<file path="src/rtl/my_spi_regbank.sv">
// rtl/my_spi_regbank.sv - SPI mode-0 slave register bank (cfg/status/led + NUM_CH io channels)
// Optional: define MYSPI_FRAMECNT_EN for a read-only frame counter at address 0x03.
`timescale 1ns/1ps
module my_spi_regbank #(
   parameter int ADDR_W   = 15,
   parameter int DATA_W   = 16,
   parameter int NUM_CH   = 19,
   parameter int AUTO_INC = 1
) (
   input  logic                     theClock,
   input  logic                     theReset_n,
   input  logic                     spi_clk,
   input  logic                     spi_cs,
   input  logic                     spi_sdi,
   output logic                     spi_sdo,
   output logic [DATA_W-1:0]        cfg_out,
   input  logic [DATA_W-1:0]        status_in,
   output logic [DATA_W-1:0]        led_out,
   input  logic [NUM_CH*DATA_W-1:0] io_data_in,
   output logic [NUM_CH*DATA_W-1:0] io_data_out,
   output logic [NUM_CH*DATA_W-1:0] io_enable_out,
   output logic [NUM_CH-1:0]        io_wr_strobe,
   output logic                     busy
);

   localparam int HDR_BITS = ADDR_W + 1;
   localparam int CNT_MAX  = (HDR_BITS > DATA_W) ? HDR_BITS : DATA_W;
   localparam int CNT_W    = $clog2(CNT_MAX + 1);

   typedef enum logic [3:0] {
      S_IDLE,
      S_HDR_LO,
      S_HDR_SHIFT,
      S_HDR_HI,
      S_LOAD,
      S_DAT_LO,
      S_DAT_SHIFT,
      S_DAT_HI,
      S_COMMIT
   } state_t;

   state_t state, state_n;

   logic [1:0] clk_sync, cs_sync, sdi_sync;
   logic       clk_prev;
   logic       clk_rise, clk_fall, cs_hi, sdi_s;

   logic [CNT_W-1:0]    bit_cnt;
   logic [HDR_BITS-1:0] hdr_sr;
   logic [DATA_W-1:0]   sr;
   logic [ADDR_W-1:0]   addr;
   logic                wr_flag;

   logic [DATA_W-1:0]        cfg_q, led_q, rd_data;
   logic [NUM_CH*DATA_W-1:0] io_dat_q, io_en_q;
   logic                     wr_cfg, wr_led;
   logic [NUM_CH-1:0]        wr_dat_hit, wr_en_hit;

`ifdef MYSPI_FRAMECNT_EN
   logic              cs_prev;
   logic              frame_used;
   logic [DATA_W-1:0] frame_cnt;
`endif

   // cs synchroniser resets to the deselected level so busy does not blip after reset
   always_ff @(posedge theClock or negedge theReset_n) begin
      if (!theReset_n) begin
         clk_sync <= 2'b00;
         cs_sync  <= 2'b11;
         sdi_sync <= 2'b00;
         clk_prev <= 1'b0;
      end else begin
         clk_sync <= {clk_sync[0], spi_clk};
         cs_sync  <= {cs_sync[0], spi_cs};
         sdi_sync <= {sdi_sync[0], spi_sdi};
         clk_prev <= clk_sync[1];
      end
   end

   assign clk_rise = clk_sync[1] & ~clk_prev;
   assign clk_fall = ~clk_sync[1] & clk_prev;
   assign cs_hi    = cs_sync[1];
   assign sdi_s    = sdi_sync[1];

   always_ff @(posedge theClock or negedge theReset_n) begin
      if (!theReset_n) state <= S_IDLE;
      else             state <= state_n;
   end

   always_comb begin
      state_n = state;
      case (state)
         S_IDLE:      if (!cs_hi) state_n = S_HDR_LO;
         S_HDR_LO:    if (clk_rise) state_n = S_HDR_SHIFT;
         S_HDR_SHIFT: state_n = S_HDR_HI;
         S_HDR_HI:    if (clk_fall)
                         state_n = (bit_cnt == CNT_W'(HDR_BITS)) ? S_LOAD : S_HDR_LO;
         S_LOAD:      state_n = S_DAT_LO;
         S_DAT_LO:    if (clk_rise) state_n = S_DAT_SHIFT;
         S_DAT_SHIFT: state_n = S_DAT_HI;
         S_DAT_HI:    if (clk_fall)
                         state_n = (bit_cnt == CNT_W'(DATA_W)) ? S_COMMIT : S_DAT_LO;
         S_COMMIT:    state_n = S_LOAD;
         default:     state_n = S_IDLE;
      endcase
      if (cs_hi) state_n = S_IDLE;
   end

   always_comb begin
      rd_data    = '0;
      wr_cfg     = (addr == ADDR_W'(0));
      wr_led     = (addr == ADDR_W'(2));
      wr_dat_hit = '0;
      wr_en_hit  = '0;
      if (addr == ADDR_W'(0)) rd_data = cfg_q;
      if (addr == ADDR_W'(1)) rd_data = status_in;
      if (addr == ADDR_W'(2)) rd_data = led_q;
`ifdef MYSPI_FRAMECNT_EN
      if (addr == ADDR_W'(3)) rd_data = frame_cnt;
`endif
      for (int n = 0; n < NUM_CH; n++) begin
         if (addr == ADDR_W'(16 + 2*n)) begin
            rd_data       = io_data_in[n*DATA_W +: DATA_W];
            wr_dat_hit[n] = 1'b1;
         end
         if (addr == ADDR_W'(17 + 2*n)) begin
            rd_data      = io_en_q[n*DATA_W +: DATA_W];
            wr_en_hit[n] = 1'b1;
         end
      end
   end

   always_ff @(posedge theClock or negedge theReset_n) begin
      if (!theReset_n) begin
         bit_cnt <= '0;
         hdr_sr  <= '0;
         sr      <= '0;
         addr    <= '0;
         wr_flag <= 1'b0;
      end else begin
         case (state)
            S_IDLE: begin
               bit_cnt <= '0;
               sr      <= '0;
            end
            S_HDR_SHIFT: begin
               hdr_sr  <= {hdr_sr[HDR_BITS-2:0], sdi_s};
               bit_cnt <= bit_cnt + CNT_W'(1);
            end
            S_HDR_HI: if (state_n == S_LOAD) begin
               addr    <= hdr_sr[ADDR_W-1:0];
               wr_flag <= hdr_sr[ADDR_W];
            end
            S_LOAD: begin
               sr      <= rd_data;
               bit_cnt <= '0;
            end
            S_DAT_SHIFT: begin
               sr      <= {sr[DATA_W-2:0], sdi_s};
               bit_cnt <= bit_cnt + CNT_W'(1);
            end
            S_COMMIT: if (AUTO_INC != 0) addr <= addr + ADDR_W'(1);
            default: ;
         endcase
      end
   end

   // strobe is set up one cycle early so it coincides with COMMIT
   always_ff @(posedge theClock or negedge theReset_n) begin
      if (!theReset_n) begin
         cfg_q        <= '0;
         led_q        <= '0;
         io_dat_q     <= '0;
         io_en_q      <= '0;
         io_wr_strobe <= '0;
      end else begin
         io_wr_strobe <= (state_n == S_COMMIT && wr_flag) ? (wr_dat_hit | wr_en_hit) : '0;
         if (state == S_COMMIT && wr_flag) begin
            if (wr_cfg) cfg_q <= sr;
            if (wr_led) led_q <= sr;
            for (int n = 0; n < NUM_CH; n++) begin
               if (wr_dat_hit[n]) io_dat_q[n*DATA_W +: DATA_W] <= sr;
               if (wr_en_hit[n])  io_en_q[n*DATA_W +: DATA_W]  <= sr;
            end
         end
      end
   end

`ifdef MYSPI_FRAMECNT_EN
   // a word committing in the same cycle cs rise is seen still counts for this frame
   always_ff @(posedge theClock or negedge theReset_n) begin
      if (!theReset_n) begin
         cs_prev    <= 1'b1;
         frame_used <= 1'b0;
         frame_cnt  <= '0;
      end else begin
         cs_prev <= cs_hi;
         if (cs_hi && !cs_prev) begin
            if (frame_used || state == S_COMMIT) frame_cnt <= frame_cnt + DATA_W'(1);
            frame_used <= 1'b0;
         end else if (state == S_COMMIT) begin
            frame_used <= 1'b1;
         end
      end
   end
`endif

   assign spi_sdo       = ~cs_hi & sr[DATA_W-1];
   assign busy          = (state != S_IDLE);
   assign cfg_out       = cfg_q;
   assign led_out       = led_q;
   assign io_data_out   = io_dat_q;
   assign io_enable_out = io_en_q;

endmodule

</file>
<file path="config.mk">
export PLATFORM = sky130hd
export DESIGN_NAME = my_spi_regbank
export DESIGN_NICKNAME = d
export VERILOG_FILES = /design/src/rtl/my_spi_regbank.sv
export SDC_FILE = /design/constraint.sdc
export NUM_CORES = 1
export LEC_CHECK = 0
export CORE_AREA = 2 2 380 382
export CTS_BUF_LIST = sky130_fd_sc_hd__clkbuf_8
export CTS_CLUSTER_SIZE = 12
export DETAILED_ROUTE_END_ITERATION = 16
export DIE_AREA = 0 0 382 384
export MAX_ROUTING_LAYER = met4
export PLACE_DENSITY = 0.51
export SLEW_MARGIN = 20
export SYNTH_ARGS = -nofsm -noshare
export SYNTH_HDL_FRONTEND = slang
export SYNTH_SLANG_ARGS = --single-unit
</file>
<file path="constraint.sdc">
create_clock -name theClock -period 8.1 [get_ports theClock]
set_input_delay 1.62 -clock theClock [delete_from_list [all_inputs] [get_ports theClock]]
set_output_delay 1.62 -clock theClock [all_outputs]
set_load 0.02 [all_outputs]
</file>
* Word level (Yosys, flattened, before mapping)
Index checks and enable logic that the tools add are counted.
Storage, ports and cells: register bits 723, input port bits 325, output and inout bits 661, logic and storage cells 256
Cells by class: add/sub/neg operators 2, equality and inequality tests 52, multiplexer cells 92, bitwise gates (word level) 7, reductions and logical operators 52
Operator list (number):
- $mux 16 | 41
- $eq 15x6->1 const B | 22
- $eq 15x5->1 const B | 16
- $reduce_and 2->1 | 42
- $pmux 16 s3 | 1
- $mux 1 | 38
- $pmux 4 s9 | 1
- $pmux 15 s2 | 1
- $mux 4 | 6
- $eq 4x3->1 const B | 5
- $mux 19 | 1
- $or 19x19->19 | 1
- $add 15x1->15 const B | 1
- $eq 15x1->1 const B | 1
- $eq 15x2->1 const B | 1
- $logic_not 15->1 | 1
- $mux 15 | 1
- $pmux 5 s2 | 1
- $eq 4x2->1 const B | 2
- $eq 4x4->1 const B | 2
- $add 5x1->5 const B | 1
- $eq 5x5->1 const B | 1
- $eq 4x1->1 const B | 1
- $logic_not 4->1 | 1
- other kinds (9) | 16

* Logic depth before layout (Yosys ltp)
depth after elaboration 43, gate-level depth with buffers 14, mapped depth without buffers 10

* Least setup slack after synthesis
OpenSTA, ideal clock, no wires.
path type in2reg, start point input io_data_in[287], end point register sr[15], library setup time 0.078 ns, data arrival time 3.034 ns, path slack 4.988 ns, stages 5, cell sequence o221ai_1 > or4_1 > or4_1 > a22oi_1 > a21boi_1
On the way: word-level cells in the longest chain between the ends 5
RTL lines:
- start, declared | RTL line 19 | input logic [NUM_CH*DATA_W-1:0] io_data_in,
- $mux 16 | RTL line 122 | if (addr == ADDR_W'(16 + 2*n)) begin
- $mux 16 | RTL line 126 | if (addr == ADDR_W'(17 + 2*n)) begin
- $mux 16 | RTL line 122
- $mux 16 | RTL line 126
- $pmux 16 s3 | RTL line 141 | case (state)
- end signal, assigned | RTL line 155 | sr <= rd_data;
- end signal, assigned | RTL line 159 | sr <= {sr[DATA_W-2:0], sdi_s};
- end, declared | RTL line 50 | logic [DATA_W-1:0] sr;
Every way passes these cells. A chain may end at the register's enable or synchronous reset.

* Final worst setup path
start point register addr[2], end point register sr[4]
On the way: word-level cells in the longest chain between the ends 43, elaborated cells between the ends (all ways) 83, those cells by class eq/ne (40); mux (42); reduce/logical (1)
RTL lines:
- start, declared | RTL line 51 | logic [ADDR_W-1:0] addr;
- start signal, assigned | RTL line 151 | addr <= hdr_sr[ADDR_W-1:0];
- start signal, assigned | RTL line 162 | S_COMMIT: if (AUTO_INC != 0) addr <= addr + ADDR_W'(1);
- $logic_not 15->1 | RTL line 115 | if (addr == ADDR_W'(0)) rd_data = cfg_q;
- $mux 16 | RTL line 115
- $mux 16 | RTL line 116 | if (addr == ADDR_W'(1)) rd_data = status_in;
- $mux 16 | RTL line 117 | if (addr == ADDR_W'(2)) rd_data = led_q;
- $mux 16 | RTL line 122
- $mux 16 | RTL line 126
- $mux 16 | RTL line 122
- $mux 16 | RTL line 126
- [... 27 more ...]
- $mux 16 | RTL line 126
- $mux 16 | RTL line 122
- $mux 16 | RTL line 126
- $mux 16 | RTL line 122
- $mux 16 | RTL line 126
- $mux 16 | RTL line 122
- $mux 16 * | RTL line 126
- $pmux 16 s3 * | RTL line 141
Every way passes the cells marked *; elsewhere a longest branch is shown, timed or not.

==> run summary <==
Reg2Reg Depth: 11
clock latency on the worst-skew pair: 950 ps
Die Y: 384 µm
DR WL/cell: 41.08 µm
Cells after Synth: 3095
hold buffers post-CTS: 0
vias in the first global route: 33956
Buffers on Ports: 985
gr usage total: 34.43%
Placeable Area: 0.1428 mm²
DR pass1 iterations: 9
period utilisation layout: 67.33%
power per cell area: 156.4 mW/mm²
initial antenna violation count: 90
#FFs+latches synth: 723
Antenna Violating Nets Remaining: 0
Arr. time, crit path: 6330 ps
adder-cell share of the synthesized area: 0.2110%
status: completed
IO Pins: 986
mapped cell area: 0.03558 mm²
peak supply drop: 131.1 µV
number of max-cap violations: 0
sequential-to-total area share from yosys stat: 50.86%
RR Startpoint: addr[2]
post_cts resized: 0
setup TNS: 0 ps
worst r2r dst: sr[4]
Post-Place Setup Slack: 3152 ps
WL final: 253.9 mm
Yosys top cell by area: dfrtp_1
Leak: 22.19 nW
via count: 35166
vias per cell: 5.691
Post-CTS Setup Inserts: 0
Synth area leaders: dfrtp_1, mux2_2, nand2_1, o21ai_0, a21oi_1
post-route minimum period: 5453 ps
HP Start: sdi_sync[0]
Total Nets Final: 4420
share of flip-flops with an asynchronous set or reset: 100.0%
Chip Width: 382 µm
xor/xnor share of the synthesized area: 0%
setup slack, reg-to-reg: 2650 ps
Crit Path Class: register to register
largest net degree at the start of global routing: 174
die area: 0.1467 mm²
Max clock buf depth: 3
Area Growth Syn to Fin: 43.69%
final setup fails: 0
CTS HTree Levels: 4
Post-route DRC: 0
hold path depth: 0
distinct cell type count after synthesis: 94
Critical Path Fanout Max: 56
kind of start point of the critical path: register
CTS tree: built
Final WS setup: 2647 ps
Starting Density: 24.92%
FP Rows: 139
Max Fclk: 183.4 MHz
main combinational cell family by area after synthesis: multiplexers
Layout Skew: 65.23 ps
Synth Flop Type: dfrtp_1
Post-DP HPWL: 193.6 mm
global-route wire length before repair: 330.6 mm
Num CTS Buffers: 144
Min-Delay Path Class: register to register
kind of end point of the critical path: register
Post-synth EDFFs: 0
multiplexer share of the synthesized area: 20.63%
drt first-iter violations: 3854
Synth Area in Compound Gates: 13.33%
worst path required time: 8980 ps
fraction of layout cells with a size suffix above 1: 26.37%
grt ovf: 0
Slew Limit Fails: 0
post-synthesis simple-gate area fraction: 11.57%
worst slew pin tran: 1272 ps
RSZ-0062 raised after global routing: false
Mapped Nets: 3426
Avg Cell Area, Syn: 11.49 µm²
Relative slew margins: 14.32%
Root Buffer: clkbuf_8
Final GP Congestion: 1.038
WHS Endpoint: sdi_sync[1]
Sink Count: 723
share of the synthesized area in the top cell type: 50.71%
Reg clk slew, reported paths: 60 ps
Final Hold Viols: 0
Warnings, synthesis: 0
report_power, final:
part / switching (mW) / total [mW] / internal, mW
Clock: 1.92 / 3.99 / 2.07
Combinational: 0.196 / 0.362 / 0.165
Sequential: 0.0144 / 3.64 / 3.63
Total: 2.13 / 7.99 / 5.86
Yosys cell counts (all sizes together) (13+ instances only):
cell	n
o21ai	130
buf	104
nand2	187
or4	15
dfrtp	721
a31oi	36
a211oi	21
mux2	651
a22o	13
a21oi	127
a2111oi	17
nor4	51
clkbuf	158
a221oi	38
o221ai	54
a22oi	29
o211ai	23
inv	20
or3	16
nand4	64
nor3	73
and3	20
nand3	72
o22ai	41
o2111ai	15
nor2	167
a221o	16
stage by stage:
step                utilization (%)  cells  total power, mW  instance area [µm²]  hold slack, ps
floorplan                         -   3095            3.735                35580           331.2
global placement              33.53   5843            4.067                47870           343.0
detailed placement            33.54   5844            4.064                47890           341.1
CTS                           35.63   6099            8.045                50870           363.5
global route                  35.78   6168            8.222                51090           368.1
finish                        35.80   6179            7.993                51120           357.8
placed cells by master, fill, tap and decap left out, drive strengths merged, types with 36 or more instances in the layout:
cell type      count
o21ai            130
nand2            187
nor3              73
nor2             167
buf              125
clkbuf           169
o221ai            54
a221oi            38
clkdlybuf4s50    984
o22ai             41
mux2             651
dfrtp            721
nand4             64
a31oi             36
diode             78
nor4              51
nand3             72
inv               83
a21oi            127
worst max-delay path: stages (launching register included):
cell and delay [ps]:
dfrtp_1 330, buf_4 520, or3b_2 520, buf_4 410, nand2_1 320, buf_4 370, nor2_1 900, o221ai_1 610
a21oi_1 500, o2111ai_1 290, o211ai_1 400, a21o_1 170
flip-flops by register name (all words and copies together), names as in the netlist:
name	count
wr_flag	1
bit_cnt	5
io_data_out	304
sr	16
clk_prev	1
clk_sync	2
addr	15
cs_sync	2
sdi_sync	2
led_out	16
io_enable_out	304
hdr_sr	16
io_wr_strobe	19
cfg_out	16
state	4
layer usage:
metal | global-route usage, % | share of wire (%) | vias to the layer above
met5 | - | 0 | -
met4 | 15.94 | 5.1 | 0
met3 | 11.93 | 10 | 550
met2 | 51.73 | 45 | 2256
met1 | 41.35 | 40 | 18457
li1 | - | - | 13903
logic make-up after synthesis:
group,after synthesis
buffers and inverters,282
AOI/OAI and AO/OA,676
adders and majority gates,6
and+or+nand+nor,756
muxes,652
DFF,723
how the worst max path moves through the flow:
| stage | startpoint | endpoint | slack (ps) | cells past startpoint |
|---|---|---|---|---|
| after global routing | addr[2] | sr[4] | 2900 | 11 |
| after global placement | addr[2] | sr[4] | 3140 | 11 |
| after CTS | addr[2] | sr[4] | 3090 | 11 |
| final | addr[2] | sr[4] | 2650 | 11 |
| after floorplan | io_data_in[287] | sr[15] | 4990 | 5 |
| after detailed placement | addr[2] | sr[4] | 3150 | 11 |
cell type report:
type	instances	area, µm²
antenna	78	195.2
tap	1903	2381
inverter	20	75.07
timing repair buffer	1110	10880
fill	14408	91670
clock inverter	87	668.1
sequential	723	18120
clock buffer	168	2312
multi-input combinational	2090	16480
Power figures use the tool's default switching activity.
